===== src/rtl/mc_loader.sv =====
// mc_loader: boot-time loader and run-time fetch port for the 256 x 64-bit
// microcode control store. Packs a big-endian byte stream into 64-bit words,
// writes them with a SETUP / WRITE / REL strobe sequence, then serves
// sequencer fetches through the same RAM pins.
// Optional feature: define MC_LOADER_CHECKSUM_EN to require a trailer byte
// whose 8-bit sum with all data bytes must be zero before entering RUN.
module mc_loader #(
  parameter int WORDS    = 256,
  parameter int WR_PULSE = 1
) (
  input  logic        clk,
  input  logic        _reset,
  input  logic        start,
  input  logic        byte_valid,
  input  logic [7:0]  byte_data,
  output logic        byte_ready,
  input  logic        fetch_req,
  input  logic [7:0]  fetch_addr,
  output logic [63:0] fetch_data,
  output logic        fetch_ack,
  output logic        _ram_cs,
  output logic        _ram_oe,
  output logic        _ram_w,
  output logic [7:0]  ram_addr,
  output logic [63:0] ram_wdata,
  input  logic [63:0] ram_rdata,
  output logic        loading,
  output logic        ready,
  output logic        error
);

  localparam logic [2:0] S_IDLE    = 3'd0;
  localparam logic [2:0] S_COLLECT = 3'd1;
  localparam logic [2:0] S_SETUP   = 3'd2;
  localparam logic [2:0] S_WRITE   = 3'd3;
  localparam logic [2:0] S_REL     = 3'd4;
  localparam logic [2:0] S_CHECK   = 3'd5;
  localparam logic [2:0] S_RUN     = 3'd6;
  localparam logic [2:0] S_FETCH   = 3'd7;

  localparam int              PW         = (WR_PULSE > 1) ? $clog2(WR_PULSE) : 1;
  localparam logic [7:0]      LAST_WORD  = 8'(WORDS - 1);
  localparam logic [PW-1:0]   LAST_PULSE = PW'(WR_PULSE - 1);

  logic [2:0]    state_q, state_d;
  logic [2:0]    byte_cnt_q, byte_cnt_d;
  logic [7:0]    word_cnt_q, word_cnt_d;
  logic [PW-1:0] pulse_cnt_q, pulse_cnt_d;
  logic          start_pend_q, start_pend_d;
  logic          byte_ready_q, byte_ready_d;
  logic          ram_cs_n_q, ram_cs_n_d;
  logic          ram_oe_n_q, ram_oe_n_d;
  logic          ram_w_n_q, ram_w_n_d;
  logic [7:0]    ram_addr_q, ram_addr_d;
  logic [63:0]   ram_wdata_q, ram_wdata_d;
  logic [63:0]   fetch_data_q, fetch_data_d;
  logic          fetch_ack_q, fetch_ack_d;
  logic          loading_q, loading_d;
  logic          ready_q, ready_d;
  logic          xfer_s;
  logic          begin_load_s;

`ifdef MC_LOADER_CHECKSUM_EN
  logic [7:0]    sum_q, sum_d, sum_next_s;
  logic          error_q, error_d;
  assign sum_next_s = sum_q + byte_data;
  assign error      = error_q;
`else
  assign error      = 1'b0;
`endif

  // A byte moves only while the registered ready flag is offered
  assign xfer_s = byte_valid & byte_ready_q;

  // Next-state and next-output computation for loader and fetch port
  always_comb begin
    state_d      = state_q;
    byte_cnt_d   = byte_cnt_q;
    word_cnt_d   = word_cnt_q;
    pulse_cnt_d  = pulse_cnt_q;
    start_pend_d = start_pend_q;
    byte_ready_d = 1'b0;
    ram_cs_n_d   = ram_cs_n_q;
    ram_oe_n_d   = ram_oe_n_q;
    ram_w_n_d    = ram_w_n_q;
    ram_addr_d   = ram_addr_q;
    ram_wdata_d  = ram_wdata_q;
    fetch_data_d = fetch_data_q;
    fetch_ack_d  = 1'b0;
    loading_d    = loading_q;
    ready_d      = ready_q;
    begin_load_s = 1'b0;
`ifdef MC_LOADER_CHECKSUM_EN
    sum_d        = sum_q;
    error_d      = error_q;
`endif
    case (state_q)
      S_IDLE: begin
        if (start) begin
          begin_load_s = 1'b1;
        end else begin
          state_d = S_IDLE;
        end
      end
      S_COLLECT: begin
        byte_ready_d = 1'b1;
        if (xfer_s) begin
          // Shift left so the first byte ends up in [63:56]
          ram_wdata_d = {ram_wdata_q[55:0], byte_data};
          byte_cnt_d  = byte_cnt_q + 3'd1;
`ifdef MC_LOADER_CHECKSUM_EN
          sum_d       = sum_next_s;
`endif
          if (byte_cnt_q == 3'd7) begin
            state_d      = S_SETUP;
            byte_ready_d = 1'b0;
            ram_cs_n_d   = 1'b0;
            ram_w_n_d    = 1'b1;
            ram_addr_d   = word_cnt_q;
          end else begin
            state_d = S_COLLECT;
          end
        end else begin
          state_d = S_COLLECT;
        end
      end
      S_SETUP: begin
        state_d     = S_WRITE;
        ram_w_n_d   = 1'b0;
        pulse_cnt_d = '0;
      end
      S_WRITE: begin
        if (pulse_cnt_q == LAST_PULSE) begin
          state_d   = S_REL;
          ram_w_n_d = 1'b1;
        end else begin
          pulse_cnt_d = pulse_cnt_q + PW'(1);
        end
      end
      S_REL: begin
        ram_cs_n_d = 1'b1;
        word_cnt_d = word_cnt_q + 8'd1;
        if (word_cnt_q == LAST_WORD) begin
`ifdef MC_LOADER_CHECKSUM_EN
          state_d      = S_CHECK;
          byte_ready_d = 1'b1;
`else
          state_d      = S_RUN;
          loading_d    = 1'b0;
          ready_d      = 1'b1;
`endif
        end else begin
          state_d      = S_COLLECT;
          byte_ready_d = 1'b1;
        end
      end
      S_CHECK: begin
`ifdef MC_LOADER_CHECKSUM_EN
        byte_ready_d = 1'b1;
        if (xfer_s) begin
          byte_ready_d = 1'b0;
          loading_d    = 1'b0;
          if (sum_next_s == 8'h00) begin
            state_d = S_RUN;
            ready_d = 1'b1;
          end else begin
            state_d = S_IDLE;
            error_d = 1'b1;
          end
        end else begin
          state_d = S_CHECK;
        end
`else
        state_d = S_IDLE;
`endif
      end
      S_RUN: begin
        ram_cs_n_d = 1'b1;
        ram_oe_n_d = 1'b1;
        // A pending or fresh start wins over a fetch request
        if (start || start_pend_q) begin
          begin_load_s = 1'b1;
        end else if (fetch_req) begin
          state_d    = S_FETCH;
          ram_addr_d = fetch_addr;
          ram_cs_n_d = 1'b0;
          ram_oe_n_d = 1'b0;
        end else begin
          state_d = S_RUN;
        end
      end
      S_FETCH: begin
        state_d      = S_RUN;
        fetch_data_d = ram_rdata;
        fetch_ack_d  = 1'b1;
        ram_cs_n_d   = 1'b1;
        ram_oe_n_d   = 1'b1;
        if (start) begin
          start_pend_d = 1'b1;
        end else begin
          start_pend_d = start_pend_q;
        end
      end
      default: begin
        state_d = S_IDLE;
      end
    endcase
    if (begin_load_s) begin
      state_d      = S_COLLECT;
      word_cnt_d   = 8'd0;
      byte_cnt_d   = 3'd0;
      start_pend_d = 1'b0;
      byte_ready_d = 1'b1;
      ram_cs_n_d   = 1'b1;
      ram_oe_n_d   = 1'b1;
      ram_w_n_d    = 1'b1;
      loading_d    = 1'b1;
      ready_d      = 1'b0;
`ifdef MC_LOADER_CHECKSUM_EN
      sum_d        = 8'h00;
      error_d      = 1'b0;
`endif
    end else begin
      // values chosen in the case statement stand
    end
  end

  // State and output registers; reset discards any partial load
  always_ff @(posedge clk or negedge _reset) begin
    if (!_reset) begin
      state_q      <= S_IDLE;
      byte_cnt_q   <= 3'd0;
      word_cnt_q   <= 8'd0;
      pulse_cnt_q  <= '0;
      start_pend_q <= 1'b0;
      byte_ready_q <= 1'b0;
      ram_cs_n_q   <= 1'b1;
      ram_oe_n_q   <= 1'b1;
      ram_w_n_q    <= 1'b1;
      ram_addr_q   <= 8'd0;
      ram_wdata_q  <= 64'd0;
      fetch_data_q <= 64'd0;
      fetch_ack_q  <= 1'b0;
      loading_q    <= 1'b0;
      ready_q      <= 1'b0;
`ifdef MC_LOADER_CHECKSUM_EN
      sum_q        <= 8'h00;
      error_q      <= 1'b0;
`endif
    end else begin
      state_q      <= state_d;
      byte_cnt_q   <= byte_cnt_d;
      word_cnt_q   <= word_cnt_d;
      pulse_cnt_q  <= pulse_cnt_d;
      start_pend_q <= start_pend_d;
      byte_ready_q <= byte_ready_d;
      ram_cs_n_q   <= ram_cs_n_d;
      ram_oe_n_q   <= ram_oe_n_d;
      ram_w_n_q    <= ram_w_n_d;
      ram_addr_q   <= ram_addr_d;
      ram_wdata_q  <= ram_wdata_d;
      fetch_data_q <= fetch_data_d;
      fetch_ack_q  <= fetch_ack_d;
      loading_q    <= loading_d;
      ready_q      <= ready_d;
`ifdef MC_LOADER_CHECKSUM_EN
      sum_q        <= sum_d;
      error_q      <= error_d;
`endif
    end
  end

  assign byte_ready = byte_ready_q;
  assign _ram_cs    = ram_cs_n_q;
  assign _ram_oe    = ram_oe_n_q;
  assign _ram_w     = ram_w_n_q;
  assign ram_addr   = ram_addr_q;
  assign ram_wdata  = ram_wdata_q;
  assign fetch_data = fetch_data_q;
  assign fetch_ack  = fetch_ack_q;
  assign loading    = loading_q;
  assign ready      = ready_q;

endmodule


===== config.mk =====
export PLATFORM = sky130hd
export DESIGN_NAME = mc_loader
export DESIGN_NICKNAME = d
export VERILOG_FILES = /design/src/rtl/mc_loader.sv
export SDC_FILE = /design/constraint.sdc
export NUM_CORES = 1
export LEC_CHECK = 0
export CAP_MARGIN = 20
export CORE_MARGIN = 2
export CORE_UTILIZATION = 42
export CTS_CLUSTER_SIZE = 24
export DETAILED_ROUTE_END_ITERATION = 16
export GPL_ROUTABILITY_DRIVEN = 0
export PLACE_DENSITY = 0.73
export SLEW_MARGIN = 30
export SYNTH_ARGS = -nofsm -noshare
export SYNTH_HDL_FRONTEND = slang
export SYNTH_SLANG_ARGS = --single-unit

===== constraint.sdc =====
create_clock -name clk -period 3.1 [get_ports clk]
set_clock_uncertainty 0.2 [all_clocks]
set_input_delay 0.62 -clock clk [delete_from_list [all_inputs] [get_ports clk]]
set_output_delay 0.62 -clock clk [all_outputs]
set_load 0.02 [all_outputs]

* After elaboration in Yosys (flattened, before gate mapping)
Index checks and enable logic that the tools add are counted.
Storage, ports and cells: register bits after elaboration 159, bits of input ports 85, output and inout port bits 144, logic and storage cells 111
Operators by class: add/sub/neg operators 3, eq/ne operators 18, muxes and demuxes 52, bitwise operators 1, reductions and logical operators 22
Operator list (count):
- $mux W8 | 6
- $mux W1 | 28
- $mux W3 | 9
- $pmux W3 S8 | 1
- $pmux W8 S2 | 1
- $reduce_bool A2 Y1 | 8
- $eq A3 B3 Y1 const B | 5
- $ne A3 B3 Y1 const B | 5
- $add A8 B1 Y8 const B | 1
- $eq A8 B8 Y1 const B | 1
- $ne A2 B2 Y1 const B | 4
- $pmux W1 S2 | 4
- $reduce_and A2 Y1 | 4
- $reduce_bool A4 Y1 | 2
- $eq A3 B2 Y1 const B | 2
- $pmux W1 S3 | 2
- $reduce_and A3 Y1 | 2
- $reduce_and A5 Y1 | 1
- $reduce_and A4 Y1 | 1
- $add A3 B1 Y3 const B | 1
- $eq A3 B1 Y1 const B | 1
- $logic_not A3 Y1 | 1
- $reduce_bool A3 Y1 | 1
- $mux W2 | 1
- other kinds (4) | 4

* Logic depth before layout (Yosys ltp)
word-level depth 5, gate-level depth with buffers 6, depth with buffers taken out 5

* Least setup slack after synthesis
Ideal clock, no wire load.
path kind input-to-reg, start input port start, end register ram_addr_q[0] (netlist: ram_addr[0]), library setup time 0.125 ns, arrival time 1.711 ns, required time 2.775 ns, setup slack 1.064 ns, stages on the path 3, path buffers 0, cells stage by stage or3b_2 o22ai_2 mux2_2
On the way: word-level cells in the longest chain between the ends 3
RTL lines:
- start: declaration | line 13 | input logic start,
- $logic_or A1 B1 Y1 | line 181 | if (start || start_pend_q) begin
- $ne A2 B2 Y1 (no line)
- $reduce_and A5 Y1 (no line)
- end signal: assignment | line 260 | ram_addr_q <= ram_addr_d;
- end: declaration | line 54 | logic [7:0] ram_addr_q, ram_addr_d;
No other way between the ends. A chain may end at the register's enable or synchronous reset.

* Worst setup path in the final report
start register ram_w_n_q (netlist: _ram_w), end output port _ram_w
RTL lines:
- start: declaration | line 53 | logic ram_w_n_q, ram_w_n_d;
- start signal: assignment | line 259 | ram_w_n_q <= ram_w_n_d;
- end: declaration | line 23 | output logic _ram_w,
No word-level cell between the ends.

==> results list <==
- In this run the tightest slew margin relative to its limit is 49.52%.
- Layout cells sized above 1: 28.01%
* Count of standard-cell rows: 44
- Wire length per cell after detailed routing: 17.12 µm
* MaxCap Viol Count: 0
- Vertical die dimension: 126.5 µm
- Startpoint of the lowest-slack hold path: fetch_data[52]$_DFFE_PN0P_
- Vias post-DR: 4251
- The analysis attributes to cell leakage a power of 4.129 nW.
- In this run the critical register-to-register path is launched from state_q[1]$_DFFE_PN0P_.
- Proportion of synthesized flip-flops having asynchronous set or reset: 100.0%
- Data on the critical path arrives at its endpoint at 1570 ps.
- Among cell families on the critical path, the largest total delay comes from buffers and inverters.
- The floorplan step defined a die boundary enclosing 16010 µm².
- Of the total synthesized cell area, the portion taken by AND, OR, NAND and NOR gates is 4.246%.
- Fraction of power consumed by combinational cells: 34.6%
* Max Root-Sink Buffers: 2
* Commonest register cell after synthesis: dfrtp_1
- The run finished with clean final reports.
- The first global-routing pass estimated 23100 µm of wire.
* R2R Setup Slk: 850 ps
- Adder-cell share of the synthesized area: 0.5952%
* CTS clock-pin slew for the worst setup and hold paths: 60 ps
- The number of antenna violations at the first check in global routing came to 0.
- Category of the worst setup path launch point: flip-flop
- In this run the worst path has a maximum fanout of 3.
* Gates resized, CTS repair: 0
- Maximum number of pins on one net before global-route repair: 67
* Buffer type at the clock tree root: clkbuf_16
- Total standard cell area after synthesis: 6306 µm²
* Final Setup Violations: 0
* Maximum single-stage delay on the critical path: 600 ps
- Before antenna repair, the detailed router went through 6 iterations.
* # clock sinks: 158
- Count of antenna-violating nets left after detailed routing: 0
* Initial drt markers: 162
* Total power draw: 7.938 mW
- Synthesized area per cell: 15.27 µm²
- For the worst flop-to-flop path, the logic depth is 4.
- Clk pwr share: 27.2%
- Effective utilization at floorplan: 43.22%
- Post-synthesis mux area share: 25.87%
* Register area share after synthesis: 62.76%
- Setup repair after global routing missed its margin: false
- Together, buffers and inverters on the worst path number 1.
- The path class of the tightest hold or removal check is flip-flop to flip-flop.
- Count of unresolved DRC violations after routing: 0
- The signal on the critical path passes through clkdlybuf4s50_1.
* HPWL Detailed: 10230 µm
- In this run the number of H-tree levels came out at 4.
* Share of total power in sequential cells: 38.2%
- For this run, the number of Yosys warnings is 0.
- Synthesis instantiated 45 different standard cells from the library.
* Clock buffer count from CTS: 17
* Count of antenna diodes in the layout: 0
- Internal power: 5.471 mW
- After Yosys synthesis, XOR and XNOR cells account for 0.4167% of the synthesized area.
- At the later pin of the worst-skew pair, clock insertion delay measures 410 ps.
- In the routed layout, each cell is associated on average with a via count of 5.055.
- Worst Path Class, Setup: flip-flop to primary output
- Slew Limit Fails: 0
* Worst Hold Endpoint: fetch_data[52]$_DFFE_PN0P_
* Largest family of logic cells by synthesized area: multiplexers
- The worst setup path is captured at a primary output.
* Fin crit share: 76.94%
- Net Switching: 2.467 mW
- Fillers: 1086
- IR analysis of the VDD net gives a maximum drop of 0.0005224 V.
- After the last flow step, the layout net total stands at 732.
* Tightest Pin Transition: 753.6 ps
* Core ar.: 14590 µm²
- For this design the ratio of total power to cell area is 846.5 nW/µm².
* Tmin final: 2385 ps
- Switching portion of total power: 31.08%
* Global-route usage over all layers: 18.24%
- The number of nets handed over by synthesis was 501.
- The die is 126.5 µm wide.
- I/O pin cnt: 229
- For the final routed database, the setup TNS stands at 0 ps.
- Input/output buffers: 227
- Instance count of the mapped netlist: 413
- Final global-route overflow total: 0
* Highest-delay cell along the critical path: clkdlybuf4s50_1
- The number of global-route vias before repair is 4385.
- Based on the critical path, the design can be clocked at up to 419.3 MHz.
* Hold Crit Depth: 1
- Layout area overhead: 48.71%
* CTS tree: built
- End of the worst register-to-register path: ram_wdata[37]$_DFFE_PN0P_
- At the worst endpoint, the required time is 2280 ps.
- Number of synthesized register bits: 158
* Number of enable flip-flop cells after synthesis: 0
- The hold violation total from the final report came to 0.
* Compound-gate portion of the synthesized area: 3.552%
* Final wirelength: 14400 µm
logic make-up after synthesis:
family	count (synthesis)
adder cells (fa/ha/maj)	3
multiplexers	145
AO/OA/AOI/OAI	35
XOR/XNOR	3
other	1
flip-flops	158
AND/OR/NAND/NOR	42
buffers and inverters	26
sequential cells by signal, summed over array words and instances (netlist names):
register / cells
_ram_cs: 1
ready: 1
byte_cnt_q: 3
_ram_w: 1
fetch_data: 64
fetch_ack: 1
byte_ready: 1
loading: 1
_ram_oe: 1
word_cnt_q: 8
state_q: 3
ram_wdata: 64
ram_addr: 8
start_pend_q: 1
cells in the final DEF (no fill, tap or decap), types with 2 or more instances in the layout:
cell type,count
a21oi_1,12
and3_1,2
buf_12,3
buf_4,3
bufinv_16,4
clkbuf_1,4
clkbuf_16,17
clkdlybuf4s50_1,226
clkinv_2,2
clkinv_4,2
clkinvlp_4,2
dfrtp_1,155
dfstp_2,3
ha_1,3
inv_1,4
mux2_1,5
mux2_2,139
nand2_1,2
nand3_1,6
nand3b_1,2
nand4_1,3
nor2_1,6
nor3_1,3
o211ai_1,3
o21ai_0,8
o31ai_1,4
or3_1,4
or4_1,3
xnor2_1,2
metrics by stage:
step                      utilization, %  worst slack [ps]  area (µm²)  std cells  hold slack, ps
after global placement             59.98             424.0        8751        808           276.8
final                              64.28             714.8        9378        841           302.8
after global routing               64.28             677.6        9378        841           316.3
after floorplan                        -              1064        6306        413           124.4
after CTS                          64.28             692.3        9378        841           307.7
after detailed placement           59.98             403.7        8751        808           294.4
cells in the mapped netlist (4+ instances only):
master / instances / area, µm²
dfrtp_1: 155 / 3879
mux2_2: 139 / 1565
a21oi_1: 12 / 60.06
buf_4: 12 / 90.09
o21ai_0: 8 / 40.04
buf_2: 6 / 30.03
nand3_1: 6 / 30.03
nor2_1: 6 / 22.52
mux2_1: 5 / 56.30
inv_1: 4 / 15.01
o31ai_1: 4 / 30.03
or3_1: 4 / 25.02
metal layers:
layer | GRT usage [%] | vias to the layer above | wire [µm]
met4 | 8.209 | 0 | 387
met5 | 0 | - | 0
li1 | - | 1955 | -
met2 | 30.45 | 162 | 7131
met1 | 21.79 | 2109 | 5888
met3 | 5.567 | 25 | 988
worst max path at each step:
| stage | startpoint | end | cells past startpoint |
|---|---|---|---|
| after floorplan | start | ram_addr[0]$_DFFE_PN0P_ | 3 |
| final | _ram_w$_DFFE_PN1P_ | _ram_w | 1 |
| after global routing | _ram_w$_DFFE_PN1P_ | _ram_w | 1 |
| after CTS | _ram_w$_DFFE_PN1P_ | _ram_w | 1 |
| after global placement | fetch_req | ram_addr[6]$_DFFE_PN0P_ | 4 |
| after detailed placement | fetch_req | ram_addr[4]$_DFFE_PN0P_ | 4 |
power groups by stage:
stage               combinational, mW  clock (mW)  sequential [mW]
CTS                              2.79        2.21             3.04
global placement                 2.72           0             3.03
detailed placement               2.77           0             3.06
finish                           2.74        2.16             3.03
floorplan                       0.833           0             3.59
global route                     2.89        2.31             3.13
layout make-up:
class	instances	area, µm²	share of cell area (%)
clock buffers	22	454.2	4.843
clock inverters	10	162.7	1.734
inverters	4	15.01	0.1601
multi-input cells	229	2192	23.38
flip-flops and latches	158	3958	42.20
well taps	184	230.2	2.455
repair buffers	234	2366	25.23
timing repair:
item                      4_1_cts  5_1_grt
hold buffers                    1        0
setup buffers                   0        0
hold endpoints to repair       18        0
No activity file was read; power rests on OpenSTA's default activity.
